[src/rtl/usrt_tx_scheduler_pkg.sv]
// Shared types and framing constants for the USRT transmit scheduler.
// Imported by the scheduler top and its arbiter.
package usrt_pkg;

  typedef enum logic [1:0] {
    IDLE = 2'd0,
    XFER = 2'd1,
    GAP  = 2'd2
  } usrt_sched_state_t;

  localparam logic STOP_ONE    = 1'b0;
  localparam logic STOP_TWO    = 1'b1;
  localparam logic PARITY_EVEN = 1'b0;
  localparam logic PARITY_ODD  = 1'b1;

endpackage

[src/rtl/usrt_tx_scheduler_if.sv]
// Byte-stream handshake bundle between the requesters, the scheduler and the transmitter.
// The slave modport is the scheduler's view; master is the surrounding system's view.
interface usrt_tx_scheduler_if #(
  parameter int CHANNELS = 4
);
  logic [CHANNELS*8-1:0] in_data;
  logic [CHANNELS-1:0]   in_last;
  logic [CHANNELS-1:0]   in_valid;
  logic [CHANNELS-1:0]   in_ready;
  logic [7:0]            out_data;
  logic                  out_valid;
  logic                  out_ready;

  modport slave (
    input  in_data, in_last, in_valid, out_ready,
    output in_ready, out_data, out_valid
  );

  modport master (
    output in_data, in_last, in_valid, out_ready,
    input  in_ready, out_data, out_valid
  );
endinterface

[src/rtl/usrt_tx_scheduler_rr_arbiter.sv]
// Combinational round-robin picker: first requester found searching upward from ptr+1 with wrap.
module usrt_rr_arbiter
  import usrt_pkg::*;
#(
  parameter int CHANNELS = 4
) (
  input  logic [CHANNELS-1:0]         i_req,
  input  logic [$clog2(CHANNELS)-1:0] i_ptr,
  output logic [$clog2(CHANNELS)-1:0] o_grant,
  output logic                        o_any_req
);
  localparam int IDW = $clog2(CHANNELS);

  logic [IDW:0] w_sum;
  logic [IDW:0] w_idx;

  // Walk from the lowest priority slot to the highest so the last hit is the winner
  always_comb begin
    o_grant   = {IDW{1'b0}};
    o_any_req = 1'b0;
    w_sum     = {(IDW+1){1'b0}};
    w_idx     = {(IDW+1){1'b0}};
    for (int i = CHANNELS; i >= 1; i--) begin
      w_sum     = {1'b0, i_ptr} + (IDW+1)'(i);
      w_idx     = (w_sum >= (IDW+1)'(CHANNELS)) ? (w_sum - (IDW+1)'(CHANNELS)) : w_sum;
      o_grant   = i_req[w_idx[IDW-1:0]] ? w_idx[IDW-1:0] : o_grant;
      o_any_req = o_any_req | i_req[w_idx[IDW-1:0]];
    end
  end
endmodule

[src/rtl/usrt_tx_scheduler.sv]
// Message-granular round-robin scheduler sharing one USRT transmitter between CHANNELS requesters.
// Framing config is latched at grant; a programmable idle gap follows every message.
module usrt_tx_scheduler
  import usrt_pkg::*;
#(
  parameter int CHANNELS = 4,
  parameter int GAP_W    = 8
) (
  input  logic                        clk,
  input  logic                        reset,
  input  logic                        ctrl_init,
  input  logic [CHANNELS-1:0]         cfg_stop_bits,
  input  logic [CHANNELS-1:0]         cfg_parity_ena,
  input  logic [CHANNELS-1:0]         cfg_parity_type,
  input  logic [GAP_W-1:0]            cfg_gap,
  usrt_tx_scheduler_if.slave          bus,
  output logic                        out_init,
  output logic                        out_stop_bits,
  output logic                        out_parity_ena,
  output logic                        out_parity_type,
  output logic                        busy,
  output logic [$clog2(CHANNELS)-1:0] grant_id
);
  localparam int IDW = $clog2(CHANNELS);

  usrt_sched_state_t r_state;
  usrt_sched_state_t w_next_state;
  logic [IDW-1:0]    r_ptr;
  logic [IDW-1:0]    r_grant_id;
  logic [IDW-1:0]    w_arb_grant;
  logic              w_any_req;
  logic              w_handshake;
  logic              w_last;
  logic [GAP_W-1:0]  r_gap_cnt;
  logic              r_stop_bits;
  logic              r_parity_ena;
  logic              r_parity_type;

  usrt_rr_arbiter #(
    .CHANNELS (CHANNELS)
  ) u_arb (
    .i_req     (bus.in_valid),
    .i_ptr     (r_ptr),
    .o_grant   (w_arb_grant),
    .o_any_req (w_any_req)
  );

  // Next-state logic and the per-state data/handshake steering
  always_comb begin
    w_next_state  = r_state;
    bus.in_ready  = {CHANNELS{1'b0}};
    bus.out_data  = 8'h00;
    bus.out_valid = 1'b0;
    w_handshake   = 1'b0;
    w_last        = 1'b0;
    case (r_state)
      IDLE: begin
        if (w_any_req) begin
          w_next_state = XFER;
        end else begin
          w_next_state = IDLE;
        end
      end
      XFER: begin
        bus.out_data           = bus.in_data[{r_grant_id, 3'b000} +: 8];
        bus.out_valid          = bus.in_valid[r_grant_id];
        bus.in_ready[r_grant_id] = bus.out_ready;
        w_handshake            = bus.in_valid[r_grant_id] & bus.out_ready;
        w_last                 = bus.in_last[r_grant_id];
        if (w_handshake && w_last) begin
          w_next_state = (cfg_gap == {GAP_W{1'b0}}) ? IDLE : GAP;
        end else begin
          w_next_state = XFER;
        end
      end
      GAP: begin
        // A zero count can only be reached by corruption; leave GAP rather than wrap
        if (r_gap_cnt <= GAP_W'(1)) begin
          w_next_state = IDLE;
        end else begin
          w_next_state = GAP;
        end
      end
      default: begin
        w_next_state = IDLE;
      end
    endcase
  end

  // State, round-robin pointer, grant/config latch and gap counter
  always_ff @(posedge clk) begin
    if (reset || ctrl_init) begin
      r_state       <= IDLE;
      r_ptr         <= IDW'(CHANNELS - 1);
      r_gap_cnt     <= {GAP_W{1'b0}};
      r_grant_id    <= {IDW{1'b0}};
      r_stop_bits   <= STOP_ONE;
      r_parity_ena  <= 1'b0;
      r_parity_type <= PARITY_EVEN;
    end else begin
      r_state <= w_next_state;
      case (r_state)
        IDLE: begin
          if (w_any_req) begin
            r_grant_id    <= w_arb_grant;
            r_ptr         <= w_arb_grant;
            r_stop_bits   <= cfg_stop_bits[w_arb_grant];
            r_parity_ena  <= cfg_parity_ena[w_arb_grant];
            r_parity_type <= cfg_parity_type[w_arb_grant];
          end
        end
        XFER: begin
          if (w_handshake && w_last) begin
            r_gap_cnt <= cfg_gap;
          end
        end
        GAP: begin
          r_gap_cnt <= r_gap_cnt - GAP_W'(1);
        end
        default: begin
          r_gap_cnt <= {GAP_W{1'b0}};
        end
      endcase
    end
  end

  assign out_init        = ctrl_init;
  assign out_stop_bits   = r_stop_bits;
  assign out_parity_ena  = r_parity_ena;
  assign out_parity_type = r_parity_type;
  assign busy            = (r_state != IDLE);
  assign grant_id        = r_grant_id;
endmodule
[src/flat_wrapper.sv]
// flat-port wrapper written by rule: the top's interface ports become plain ports
module usrt_tx_scheduler_flat import usrt_pkg::*;
#(
  parameter int CHANNELS = 4,
  parameter int GAP_W    = 8
)
  (clk, reset, ctrl_init, cfg_stop_bits, cfg_parity_ena, cfg_parity_type, cfg_gap, out_init, out_stop_bits, out_parity_ena, out_parity_type, busy, grant_id, bus_in_data, bus_in_last, bus_in_valid, bus_out_ready, bus_in_ready, bus_out_data, bus_out_valid);
  usrt_tx_scheduler_if #(.CHANNELS(CHANNELS)) bus_i ();
  input  logic clk;
  input  logic reset;
  input  logic ctrl_init;
  input  logic [CHANNELS-1:0] cfg_stop_bits;
  input  logic [CHANNELS-1:0] cfg_parity_ena;
  input  logic [CHANNELS-1:0] cfg_parity_type;
  input  logic [GAP_W-1:0] cfg_gap;
  output logic out_init;
  output logic out_stop_bits;
  output logic out_parity_ena;
  output logic out_parity_type;
  output logic busy;
  output logic [$clog2(CHANNELS)-1:0] grant_id;
  input wire logic [$bits(bus_i.in_data)-1:0] bus_in_data;
  input wire logic [$bits(bus_i.in_last)-1:0] bus_in_last;
  input wire logic [$bits(bus_i.in_valid)-1:0] bus_in_valid;
  input wire logic [$bits(bus_i.out_ready)-1:0] bus_out_ready;
  output wire logic [$bits(bus_i.in_ready)-1:0] bus_in_ready;
  output wire logic [$bits(bus_i.out_data)-1:0] bus_out_data;
  output wire logic [$bits(bus_i.out_valid)-1:0] bus_out_valid;
  assign bus_i.in_data = bus_in_data;
  assign bus_i.in_last = bus_in_last;
  assign bus_i.in_valid = bus_in_valid;
  assign bus_i.out_ready = bus_out_ready;
  assign bus_in_ready = bus_i.in_ready;
  assign bus_out_data = bus_i.out_data;
  assign bus_out_valid = bus_i.out_valid;
  usrt_tx_scheduler #(.CHANNELS(CHANNELS), .GAP_W(GAP_W)) u_core (.clk(clk), .reset(reset), .ctrl_init(ctrl_init), .cfg_stop_bits(cfg_stop_bits), .cfg_parity_ena(cfg_parity_ena), .cfg_parity_type(cfg_parity_type), .cfg_gap(cfg_gap), .bus(bus_i), .out_init(out_init), .out_stop_bits(out_stop_bits), .out_parity_ena(out_parity_ena), .out_parity_type(out_parity_type), .busy(busy), .grant_id(grant_id));
endmodule
[config.mk]
export PLATFORM = sky130hd
export DESIGN_NAME = usrt_tx_scheduler_flat
export DESIGN_NICKNAME = d
export VERILOG_FILES = /design/src/rtl/usrt_tx_scheduler_pkg.sv /design/src/rtl/usrt_tx_scheduler_if.sv /design/src/rtl/usrt_tx_scheduler_rr_arbiter.sv /design/src/rtl/usrt_tx_scheduler.sv /design/src/flat_wrapper.sv
export SDC_FILE = /design/constraint.sdc
export NUM_CORES = 1
export LEC_CHECK = 0
export ABC_AREA = 1
export CAP_MARGIN = 15
export CORE_MARGIN = 1.5
export CORE_UTILIZATION = 44
export DETAILED_ROUTE_END_ITERATION = 6
export PLACE_DENSITY = 0.87
export SLEW_MARGIN = 10
export SYNTH_ARGS = -nofsm -noshare
export SYNTH_HDL_FRONTEND = slang
export SYNTH_HIERARCHICAL = 1
export SYNTH_SLANG_ARGS = --single-unit
[constraint.sdc]
create_clock -name clk -period 4 [get_ports clk]
set_input_delay 0.6 -clock clk [delete_from_list [all_inputs] [get_ports clk]]
set_output_delay 0.6 -clock clk [all_outputs]
set_load 0.01 [all_outputs]
==> impl_metrics.env, run 1 <==
export IMPL_netlist_instances=277
export IMPL_vias=2131
export IMPL_i_o_pin_total=84
export IMPL_worst_ep_arrival_time_ps=2590
export IMPL_endpoint_kind="primary output"
export IMPL_clock_tree_buffer_depth=2
export IMPL_total_negative_setup_slacks_ps=0
export IMPL_grt_use_total_pct=25.7
export IMPL_timing_hold_worst_class="reg -> reg"
export IMPL_finish_net_count=424
export IMPL_routed_wire_length_per_instance_um=13.3
export IMPL_number_of_synthesized_flops_with_an_enable_pin=0
export IMPL_areaGrowthSynthToFinish_pct=52.2
export IMPL_synth_top_cell_by_area="dfxtp_1"
export IMPL_drive_above_1_share_pct=6.80
export IMPL_portBuffers=83
export IMPL_ctsResizeCount=0
export IMPL_vias_in_the_first_global_route=1997
export IMPL_cts_htree_levels=1
export IMPL_ir_worst_vdd_uv=175
export IMPL_final_hold_worst_slack_ps=481
export IMPL_p_per_area_nw_per_um2=239
export IMPL_synthArstFlopShare_pct=0
export IMPL_synth_ff_latch_count=17
export IMPL_critical_path_peak_fanout=18
export IMPL_timing_final_crit_share_pct=79.8
export IMPL_drtPass1Iterations=4
export IMPL_syn_area_per_cell_um2=6.03
export IMPL_slew_violations=0
export IMPL_clk_root_buffer_cell="clkbuf_8"
export IMPL_required_worst_endpoint_ps=3400
export IMPL_path_class="reg -> out"
export IMPL_initial_utilization_pct=45.6
export IMPL_post_cts_setup_buffer_count=0
export IMPL_timing_final_crit_period_ps=3190
export IMPL_row_count=22
export IMPL_detailedRoute_firstIterationViolations=129
export IMPL_drv_cap=0
export IMPL_ys_seq_area_share_pct=20.4
export IMPL_die_area_um2=4180
export IMPL_post_synthesis_net_count=347
export IMPL_path_clk_slew_ps=70
export IMPL_routabilityCongestion=0.940
export IMPL_setup_violations=0
export IMPL_grt_pass1_wl_um=8640
export IMPL_hold_violations=0
export IMPL_route_final_wire_length_um=5350
export IMPL_worst_clock_skew_ps=2.99
export IMPL_yosys_warnings=6
export IMPL_synth_top_area_share_pct=20.4
export IMPL_dieWidth_um=64.6
export IMPL_yosys_top_cells_area="dfxtp_1 20%, nand2_1 17%, nand3_1 11%"
export IMPL_die_y_um=64.6
export IMPL_synthDistinctLibCells=35
export IMPL_grt_max_degree=26
export IMPL_clk_latency_ps=260
export IMPL_synth_most_common_cell="nand2_1"
export IMPL_cts_tree="done"
export IMPL_n_antenna_cell=0
export IMPL_antenna_left=0
export IMPL_slew_headroom_pct=48.3
export IMPL_cts_hold_repair_buffers=0
export IMPL_initial_antenna_violation_count=0
export IMPL_fillCellCount=318
export IMPL_placeableCoreArea_um2=3660
export IMPL_max_slew_worst_pin_slew_ps=775
export IMPL_vias_per_cell=5.31
export IMPL_drcViolationCount=0
export IMPL_synth_top_cells_by_count="76 x nand2_1, 36 x nand3_1, 26 x inv_1"
export IMPL_cts_inserted_buffers=3
export IMPL_dominantRegCellSynth="dfxtp_1"
export IMPL_detailedPlacementHpwl_um=4000
export IMPL_status="complete, no violations"
export IMPL_rsz_0062_raised_after_global_routing="false"
export IMPL_critPathLaunchType="flop"
export IMPL_fmax_ghz=0.313
export IMPL_cts_sinks=17
export IMPL_congestion_overflow_gr=0
export IMPL_syn_cell_area_um2=1670
export IMPL_total_leakage_power_nw=1.01
## final cells by class
cell class	instances	area (um2)	area share, %
tap	48	60.1	2.36
multi-input combinational	218	1140	44.9
sequential	17	340	13.4
inverter	31	124	4.87
clock buffer	4	45.0	1.77
timing repair buffer	83	831	32.7
## state kept, by name (all words and copies together), names as in the netlist
signal,cells
u_core/r_gap_cnt,8
u_core/grant_id,2
u_core/r_state,2
u_core/out_parity_type,1
u_core/r_ptr,2
u_core/out_parity_ena,1
u_core/out_stop_bits,1
## path summary, 6_finish.rpt
check,start,endpoint,slack (ps),cells past startpoint
setup / recovery,u_core/grant_id[0],bus_out_data[4],810,5
hold / removal,u_core/r_gap_cnt[1],u_core/r_gap_cnt[1],480,2
setup reg to reg,u_core/r_ptr[0],u_core/out_parity_ena,1880,13
hold reg to reg,u_core/r_gap_cnt[1],u_core/r_gap_cnt[1],480,2
## metal layers
metal	wire length, um	global-route usage (%)	part of all wire [%]	vias up
met5	0	0	0	-
li1	-	-	-	1081
met3	555	6.77	10	10
met4	70	8.24	1.3	0
met1	2210	28.5	41	948
met2	2510	47.4	47	92
## critical path, stage by stage, from the launching register on
cell,delay [ps]
dfxtp_1,740
inv_4,170
nor2_1,490
a22oi_1,150
a31oi_1,210
clkdlybuf4s50_1,570
## power by group
part / total [W] / internal (W) / switching [W]
sequential: 0.000198 / 0.000178 / 0.0000196
clock: 0.000132 / 0.0000708 / 0.0000607
combinational: 0.000279 / 0.000137 / 0.000142
## placed cells by master, fill, tap and decap left out, types with 3 or more instances in the layout
cell and count:
clkbuf_8 3, o21ai_0 7, nor2_1 19, a31oi_1 8
mux2i_1 3, clkdlybuf4s50_1 83, o21ai_1 3, nand3_1 36
o221ai_1 3, ha_1 6, nor3_1 4, inv_1 26
dfxtp_1 17, a22oi_1 10, a21oi_1 20, nand2_2 9
nand2_1 76
## kinds of logic after synthesis
family,share of synthesized area (%)
AO/OA/AOI/OAI,20.1
XOR/XNOR,0.524
adder cells (fa/ha/maj),4.49
buffers and inverters,11.2
flip-flops,20.4
multiplexers,1.80
AND/OR/NAND/NOR,41.5
## metrics by stage
stage               area, um2  util, %  setup slack (ps)  cells  power [W]
floorplan                1670        -              2070    277   0.000360
global placement         2500     68.2              1270    397   0.000472
detailed placement       2500     68.2              1110    397   0.000477
CTS                      2540     69.4               817    401   0.000611
global route             2540     69.4               624    401   0.000647
finish                   2540     69.4               806    401   0.000609
Note: power is estimated with default switching activity, not from simulation.
==> inputs of run 2 (changes only) <==
--- a/config.mk
+++ b/config.mk
@@ -8,9 +8,9 @@
 export ABC_AREA = 1
 export CAP_MARGIN = 15
 export CORE_MARGIN = 1.5
-export CORE_UTILIZATION = 44
+export CORE_UTILIZATION = 37
 export DETAILED_ROUTE_END_ITERATION = 6
-export PLACE_DENSITY = 0.87
+export PLACE_DENSITY = 0.78
 export SLEW_MARGIN = 10
 export SYNTH_ARGS = -nofsm -noshare
 export SYNTH_HDL_FRONTEND = slang
==> constraint.sdc (replaced) <==
create_clock -name clk -period 2.9 [get_ports clk]
set_input_delay 0.435 -clock clk [delete_from_list [all_inputs] [get_ports clk]]
set_output_delay 0.435 -clock clk [all_outputs]
set_load 0.01 [all_outputs]
==> impl_metrics.env, run 2 (synthesized netlist as in run 1, its figures left out) <==
export IMPL_antenna_left=0
export IMPL_areaGrowthSynthToFinish_pct=54.4
export IMPL_drtPass1Iterations=4
export IMPL_required_worst_endpoint_ps=2470
export IMPL_ctsResizeCount=0
export IMPL_routabilityCongestion=0.854
export IMPL_critical_path_peak_fanout=16
export IMPL_row_count=24
export IMPL_hold_path_startpoint="u_core/r_gap_cnt[7]"
export IMPL_finish_net_count=428
export IMPL_critPathLaunchType="flop"
export IMPL_slew_violations=0
export IMPL_ir_worst_vdd_uv=233
export IMPL_layout_cells_most_common="clkdlybuf4s50_1"
export IMPL_reg2reg_depth=13
export IMPL_drv_cap=0
export IMPL_clk_root_buffer_cell="clkbuf_8"
export IMPL_cp_cell_sequence="buf_4 -> nor2_1 -> a22oi_1 -> a31oi_1 -> clkdlybuf4s50_1"
export IMPL_die_area_um2=4930
export IMPL_timing_hold_worst_class="reg -> reg"
export IMPL_reg2reg_to="u_core/out_parity_type"
export IMPL_cts_hold_repair_buffers=0
export IMPL_vias_in_the_first_global_route=1937
export IMPL_grt_use_total_pct=21.4
export IMPL_holdPathStages=2
export IMPL_initial_antenna_violation_count=0
export IMPL_cpMaxStageDelayCell="clkdlybuf4s50_1"
export IMPL_cts_inserted_buffers=3
export IMPL_initial_utilization_pct=38.4
export IMPL_vias=2098
export IMPL_postLayoutCoreUtil_pct=59.2
export IMPL_route_final_wire_length_um=5140
export IMPL_placeableCoreArea_um2=4350
export IMPL_routed_wire_length_per_instance_um=12.6
export IMPL_r2r_setup_slack_ps=870
export IMPL_fmax_ghz=0.384
export IMPL_i_o_pin_total=84
export IMPL_clk_latency_ps=260
export IMPL_drcViolationCount=0
export IMPL_grt_pass1_wl_um=8860
export IMPL_status="complete, no violations"
export IMPL_path_class="reg -> out"
export IMPL_critical_path_max_stage_delay_ps=560
export IMPL_max_flop_register="u_core/r_gap_cnt"
export IMPL_cts_sinks=17
export IMPL_path_clk_slew_ps=70
export IMPL_detailedRoute_firstIterationViolations=86
export IMPL_total_negative_setup_slacks_ps=0
export IMPL_die_y_um=70.2
export IMPL_rsz_0062_raised_after_global_routing="false"
export IMPL_timing_final_crit_share_pct=89.8
export IMPL_max_slew_worst_pin_slew_ps=522
export IMPL_dieWidth_um=70.2
export IMPL_timing_final_crit_period_ps=2600
export IMPL_portBuffers=83
export IMPL_detailedPlacementHpwl_um=4000
export IMPL_cts_htree_levels=1
export IMPL_final_cell_mix="83 x clkdlybuf4s50_1, 76 x nand2_1, 36 x nand3_1"
export IMPL_slew_headroom_pct=65.0
export IMPL_vias_per_cell=5.13
export IMPL_cts_tree="done"
export IMPL_worstReg2RegStart="u_core/r_ptr[0]"
export IMPL_n_antenna_cell=0
export IMPL_clock_tree_buffer_depth=2
export IMPL_drive_above_1_share_pct=8.12
export IMPL_congestion_overflow_gr=0
export IMPL_total_leakage_power_nw=1.03
export IMPL_hold_violations=0
export IMPL_endpoint_kind="primary output"
export IMPL_worst_clock_skew_ps=5.28
export IMPL_setup_violations=0
export IMPL_post_cts_setup_buffer_count=0
export IMPL_largest_register_ff_count=8
export IMPL_grt_max_degree=17
export IMPL_worst_ep_arrival_time_ps=2170
export IMPL_p_per_area_nw_per_um2=329
export IMPL_hold_path_end="u_core/r_gap_cnt[7]"
run 2: changes by cell type in the layout (fill, tap and decap cells not counted), sizes merged:
cell and change:
clkinv +1, buf +4, clkbuf -1
run 2: worst max path at each step:
stage | startpoint | end | slack (ps) | cells past startpoint
floorplan | bus_in_valid[1] | u_core/out_parity_ena | 1130 | 14
global placement | bus_in_valid[3] | bus_out_valid | 550 | 6
detailed placement | bus_in_valid[3] | bus_out_valid | 550 | 6
CTS | u_core/grant_id[0] | bus_out_data[5] | 290 | 5
global route | u_core/grant_id[1] | bus_out_data[5] | 120 | 4
finish | u_core/grant_id[0] | bus_out_data[5] | 300 | 5
run 2: cell type report:
| cell class | instances | area [um2] |
|---|---|---|
| fill | 432 | 1780 |
| clock inverter | 1 | 5.00 |
| tap | 52 | 65.1 |
| inverter | 31 | 124 |
| clock buffer | 3 | 41.3 |
| multi-input combinational | 218 | 1140 |
| sequential | 17 | 340 |
| timing repair buffer | 87 | 861 |
run 2: routing by layer:
metal | vias to the layer above | routed length (um) | track usage (%)
met5 | - | 0 | 0
met4 | 0 | 60 | 5.77
met3 | 5 | 368 | 3.46
met2 | 84 | 2380 | 36.5
met1 | 922 | 2330 | 27.9
li1 | 1087 | - | -
run 2: power breakdown:
part	internal, W	switching, W	total, W
clock	0.0000956	0.0000873	0.000183
sequential	0.000246	0.0000197	0.000265
combinational	0.000198	0.000201	0.000399
run 2: critical path, delay by kind of cell, from the launching register on:
kind | cells | cell delay, ps
flip-flops | 1 | 350
buffers and inverters | 2 | 770
AND/OR/NAND/NOR | 1 | 410
AO/OA/AOI/OAI | 2 | 370
run 2: per-stage QoR:
| stage | hold slack [ps] | power [W] | area, um2 | instances | setup WS (ps) |
|---|---|---|---|---|---|
| 2_1_floorplan | 453 | 0.000497 | 1670 | 277 | 1130 |
| 3_3_place_gp | 470 | 0.000663 | 2530 | 405 | 553 |
| 3_5_place_dp | 485 | 0.000668 | 2530 | 405 | 551 |
| 4_1_cts | 496 | 0.000854 | 2580 | 409 | 292 |
| 5_1_grt | 518 | 0.000907 | 2580 | 409 | 122 |
| 6_report | 492 | 0.000847 | 2580 | 409 | 296 |
